File: config.mk
export PLATFORM = sky130hd
export DESIGN_NAME = adder_rr_arbiter
export DESIGN_NICKNAME = d
export VERILOG_FILES = /design/src/rtl/adder_rr_arbiter.sv
export SDC_FILE = /design/constraint.sdc
export NUM_CORES = 1
export LEC_CHECK = 0
export BUFFER_PORTS_ARGS = -buffer_cell sky130_fd_sc_hd__clkbuf_2
export CORE_MARGIN = 10
export CORE_UTILIZATION = 45
export CTS_BUF_LIST = sky130_fd_sc_hd__clkbuf_4
export DETAILED_ROUTE_END_ITERATION = 6
export GPL_TIMING_DRIVEN = 0
export PLACE_DENSITY = 0.77
export SLEW_MARGIN = 20
export SYNTH_ARGS = -nofsm -noshare
export SYNTH_HDL_FRONTEND = slang
export SYNTH_SLANG_ARGS = --single-unit
File: constraint.sdc
create_clock -name clk -period 5.47 [get_ports clk]
set_clock_uncertainty 0.05 [all_clocks]
set_input_delay 1.094 -clock clk [delete_from_list [all_inputs] [get_ports clk]]
set_output_delay 1.094 -clock clk [all_outputs]
set_load 0.03 [all_outputs]
File: src/rtl/adder_rr_arbiter.sv
// -----------------------------------------------------------------------------
// adder_rr_arbiter
//
// Purpose:
//   Shares one WIDTH-bit adder between two requesters. A round-robin arbiter
//   picks one operand pair per cycle. The block registers its sum, carry and
//   winner id in a one-entry result slot, which drains through a valid/ready
//   result port. The block sustains at most one result per cycle.
//
// Handshake semantics (all three ports):
//   A transfer happens on a rising clk edge where valid && ready are both 1.
//   The producer holds valid and data stable until that edge. Ready may depend
//   combinationally on valid. Ready never gates valid.
//
// Ports:
//   clk         in   1      clock, all state on rising edge
//   rst_n       in   1      asynchronous active-low reset
//   req0_valid  in   1      requester 0 operand pair valid
//   req0_a/b    in   WIDTH  requester 0 operands
//   req0_ready  out  1      requester 0 pair accepted this cycle
//   req1_valid  in   1      requester 1 operand pair valid
//   req1_a/b    in   WIDTH  requester 1 operands
//   req1_ready  out  1      requester 1 pair accepted this cycle
//   res_valid   out  1      result slot holds an unconsumed result
//   res_sum     out  WIDTH  (a+b) mod 2^WIDTH
//   res_carry   out  1      bit WIDTH of a+b
//   res_id      out  1      requester that produced the result
//   res_ready   in   1      consumer takes the result this cycle
// -----------------------------------------------------------------------------
module adder_rr_arbiter #(
    parameter int WIDTH = 8
) (
    input  logic             clk,
    input  logic             rst_n,
    input  logic             req0_valid,
    input  logic [WIDTH-1:0] req0_a,
    input  logic [WIDTH-1:0] req0_b,
    output logic             req0_ready,
    input  logic             req1_valid,
    input  logic [WIDTH-1:0] req1_a,
    input  logic [WIDTH-1:0] req1_b,
    output logic             req1_ready,
    output logic             res_valid,
    output logic [WIDTH-1:0] res_sum,
    output logic             res_carry,
    output logic             res_id,
    input  logic             res_ready
);

    // The slot state is exactly the res_valid flag.
    typedef enum logic {
        ST_EMPTY = 1'b0,
        ST_FULL  = 1'b1
    } state_e;

    state_e           state_q, state_d;
    logic [WIDTH-1:0] sum_q, sum_d;
    logic             carry_q, carry_d;
    logic             id_q, id_d;
    logic             last_grant_q, last_grant_d;

    logic             slot_free;
    logic             grant_id;
    logic             accept;
    logic [WIDTH-1:0] op_a;
    logic [WIDTH-1:0] op_b;
    logic [WIDTH:0]   full_sum;

    // Arbitration: a lone requester always wins. On a tie, the requester
    // that did not win the last accepted transfer wins.
    always_comb begin
        grant_id = 1'b0;
        if (req0_valid && req1_valid) begin
            grant_id = ~last_grant_q;
        end else if (req1_valid) begin
            grant_id = 1'b1;
        end
    end

    // A draining consumer frees the slot in the same cycle.
    // This allows back-to-back accepts.
    assign slot_free = (state_q == ST_EMPTY) || res_ready;

    // rst_n gates the readies so that nothing appears accepted during reset.
    assign req0_ready = rst_n && slot_free && req0_valid && (grant_id == 1'b0);
    assign req1_ready = rst_n && slot_free && req1_valid && (grant_id == 1'b1);
    assign accept     = req0_ready || req1_ready;

    assign op_a     = grant_id ? req1_a : req0_a;
    assign op_b     = grant_id ? req1_b : req0_b;
    assign full_sum = {1'b0, op_a} + {1'b0, op_b};

    // Next-state logic. The default is to hold everything.
    always_comb begin
        state_d      = state_q;
        sum_d        = sum_q;
        carry_d      = carry_q;
        id_d         = id_q;
        last_grant_d = last_grant_q;
        if (accept) begin
            // Also covers drain+accept on the same edge: the new result replaces the old.
            state_d      = ST_FULL;
            sum_d        = full_sum[WIDTH-1:0];
            carry_d      = full_sum[WIDTH];
            id_d         = grant_id;
            last_grant_d = grant_id;
        end else if ((state_q == ST_FULL) && res_ready) begin
            state_d = ST_EMPTY;
        end
    end

    // last_grant resets to 1 so that req0 wins the first tie.
    always_ff @(posedge clk or negedge rst_n) begin
        if (!rst_n) begin
            state_q      <= ST_EMPTY;
            sum_q        <= '0;
            carry_q      <= 1'b0;
            id_q         <= 1'b0;
            last_grant_q <= 1'b1;
        end else begin
            state_q      <= state_d;
            sum_q        <= sum_d;
            carry_q      <= carry_d;
            id_q         <= id_d;
            last_grant_q <= last_grant_d;
        end
    end

    assign res_valid = (state_q == ST_FULL);
    assign res_sum   = sum_q;
    assign res_carry = carry_q;
    assign res_id    = id_q;

endmodule

==> metrics.md <==
| Metric | Value |
|---|---|
| Status | finished clean |
| Chip height | 67.3 µm |
| Reg power frac | 32.2% |
| IO Pins | 50 |
| Clock sink total | 12 |
| Syn_area_per_cell | 9.86 µm² |
| Clock power frac | 14.4% |
| Iteration-0 DRC Markers | 26 |
| Final period utilization | 66.8% |
| Final #Nets | 202 |
| Peak supply drop | 155 µV |
| DPL Wire Length | 2360 µm |
| Core area | 2170 µm² |
| Wire per inst | 15.3 µm |
| Setup Viol. Count Final | 0 |
| Minimum clock period | 3.65 ns |
| Final instance area | 1310 µm² |
| CP startpoint kind | primary input |
| Syn nets | 148 |
| Register area share after synthesis | 30.0% |
| Filler Cell Count | 199 |
| Final slew viol count | 0 |
| Pleak | 0.685 nW |
| Total of max-cap violations | 0 |
| Finished Core Util | 60.5% |
| Final worst slack | 1.82 ns |
| Root buf cell | clkbuf_4 |
| Internal power | 0.230 mW |
| Max Freq | 274 MHz |
| Starting Density | 46.4% |
| Gp weighted congestion | 0.791 |
| Global-route wire length before repair | 4550 µm |
| CTS tree | yes |
| Hold Buf Count CTS | 0 |
| Proportion of power drawn by combinational gates | 53.4% |
| Mapped Cells | 102 |
| N_diodes | 0 |
| Clk Latency, worst-skew pair | 0.28 ns |
| Asr flop ratio synth | 100% |
| Clock transition at path regs | 0.09 ns |
| Synth-to-Final Area Change | 30.5% |
| Fin Hold WS | 0.436 ns |
| Post-CTS setup repair buffer count | 0 |
| Net Sw Frac | 44.7% |
| Gr ovfl total | 0 |
| Slew margin rel. | 70.2% |
| Worst-path maximum fanout | 10 |
| Clock Path Buffers | 2 |
| Ys Warns | 0 |
| Vias | 975 |
| Post-CTS sizing | 0 |
| Power density of the placed cells | 317 nW/µm² |
| Mapped cell area | 1010 µm² |
| Unrepaired setup endpoints after global routing | no |
| Post-detailed-route count of antenna-violating nets | 0 |
| Post-synthesis cell type count | 40 |
| Final TNS setup | 0 ns |
| Die width | 67.3 µm |
| Critical path arrival | 3.77 ns |
| Rows | 17 |
| Setup Crit Path Kind | primary input to register |
| Total wire length | 2790 µm |
| DRC viols | 0 |
| Largest net degree at the start of global routing | 19 |
| Port bufs | 49 |
| CP Capture Type | register |
| DRT Pass-1 Iters | 4 |
| Min-Delay Path Class | register to register |
| Post-synth EDFFs | 0 |
| Post-synth top flop | dfrtp_1 |
| Initial antenna violation count | 0 |
| Placed instance area | 1290 µm² |
| Seq cells post-synth | 12 |
| Vias/cell | 5.33 |
| Gr usage total | 12.6% |
| Dpl ws | 1.53 ns |
| Layout cells sized above 1 | 48.4% |
| CP required | 5.59 ns |
| Num CTS Buffers | 3 |
| Vias in the first global route | 1055 |
| H-tree depth | 1 |
| Final Hold Violating Endpoints | 0 |
| Psw | 0.186 mW |
| Die area | 4530 µm² |
| Measured slew at the worst slew-check pin | 0.445 ns |
[power by group through the flow]
stage	logic [mW]	clock network, mW	registers [mW]
after detailed placement	0.224	0	0.136
after CTS	0.225	0.0617	0.134
after global placement	0.218	0	0.133
after floorplan	0.109	0	0.182
final	0.223	0.0599	0.134
after global routing	0.247	0.0639	0.137
[routing by layer]
| layer | part of all wire (%) | vias up | global-route usage (%) |
|---|---|---|---|
| li1 | - | 490 | - |
| met1 | 40 | 444 | 13.2 |
| met2 | 49 | 35 | 22.5 |
| met3 | 9.2 | 6 | 4.63 |
| met4 | 1.8 | 0 | 4.62 |
| met5 | 0 | - | 0 |
[path summary, 6_finish.rpt]
check                        startpoint      endpoint  slack (ns)  cells past startpoint
max                          req1_valid     res_carry        1.82                     10
min                          res_sum[0]    res_sum[0]        0.44                      2
max reg2reg                last_grant_q     res_carry        2.41                      9
min reg2reg                  res_sum[0]    res_sum[0]        0.44                      2
max in group asynchronous         rst_n  last_grant_q        4.37                      1
min in group asynchronous         rst_n    res_sum[7]        0.68                      1
[kinds of logic after synthesis]
| group | after synthesis | synth area share [%] |
|---|---|---|
| flops | 12 | 30.0 |
| fa+ha+maj | 9 | 11.9 |
| xor+xnor | 2 | 1.74 |
| simple gates | 29 | 13.7 |
| mux | 17 | 18.9 |
| buf+inv | 6 | 2.74 |
| compound gates | 27 | 21.0 |
[registers in the layout, indices dropped and copies added, names as in the netlist]
register / count
res_id: 1
res_valid: 1
res_carry: 1
last_grant_q: 1
res_sum: 8
[cells in the final DEF (no fill, tap or decap), types with 2 or more instances in the layout]
cell,count
o31ai_1,2
clkbuf_2,49
nor2_1,2
nand2_1,15
nand4_1,2
a21o_1,3
o21ai_0,5
nand3_1,3
dfrtp_1,11
mux2_2,16
ha_1,8
inv_1,4
a211oi_1,2
clkbuf_4,3
o211ai_1,2
[through the flow]
step           std cells  power (mW)
2_1_floorplan        102       0.291
3_3_place_gp         179       0.351
3_5_place_dp         179       0.360
4_1_cts              183       0.421
5_1_grt              183       0.448
6_report             183       0.417
[area by class of cell]
| class | instances | area [µm²] | share of cell area (%) |
|---|---|---|---|
| Multi-Input combinational cell | 84 | 677 | 51.6 |
| Sequential cell | 12 | 302 | 23.0 |
| Timing Repair Buffer | 49 | 245 | 18.7 |
| Tap cell | 28 | 35.0 | 2.67 |
| Clock buffer | 3 | 22.5 | 1.72 |
| Inverter | 4 | 15.0 | 1.14 |
| Buffer | 2 | 12.5 | 0.953 |
| Clock inverter | 1 | 3.75 | 0.286 |
[worst max-delay path: stages]
cell and delay [ns]:
clkbuf_2 0.13, a21boi_4 0.37, buf_4 0.26, mux2_2 0.35
ha_1 0.24, fa_1 0.43, a21oi_2 0.21, o21ai_1 0.13
o31a_2 0.31, o31a_1 0.25
[Yosys cell counts, types with 2 or more instances]
cell	n	area (µm²)
a211oi_1	2	15.0
a21o_1	3	22.5
dfrtp_1	11	275
ha_1	8	100
inv_1	4	15.0
mux2_2	16	180
nand2_1	15	56.3
nand3_1	3	15.0
nand4_1	2	12.5
nor2_1	2	7.51
o211ai_1	2	15.0
o21ai_0	5	25.0
o31ai_1	2	15.0
No activity file was read; power rests on OpenSTA's default activity.
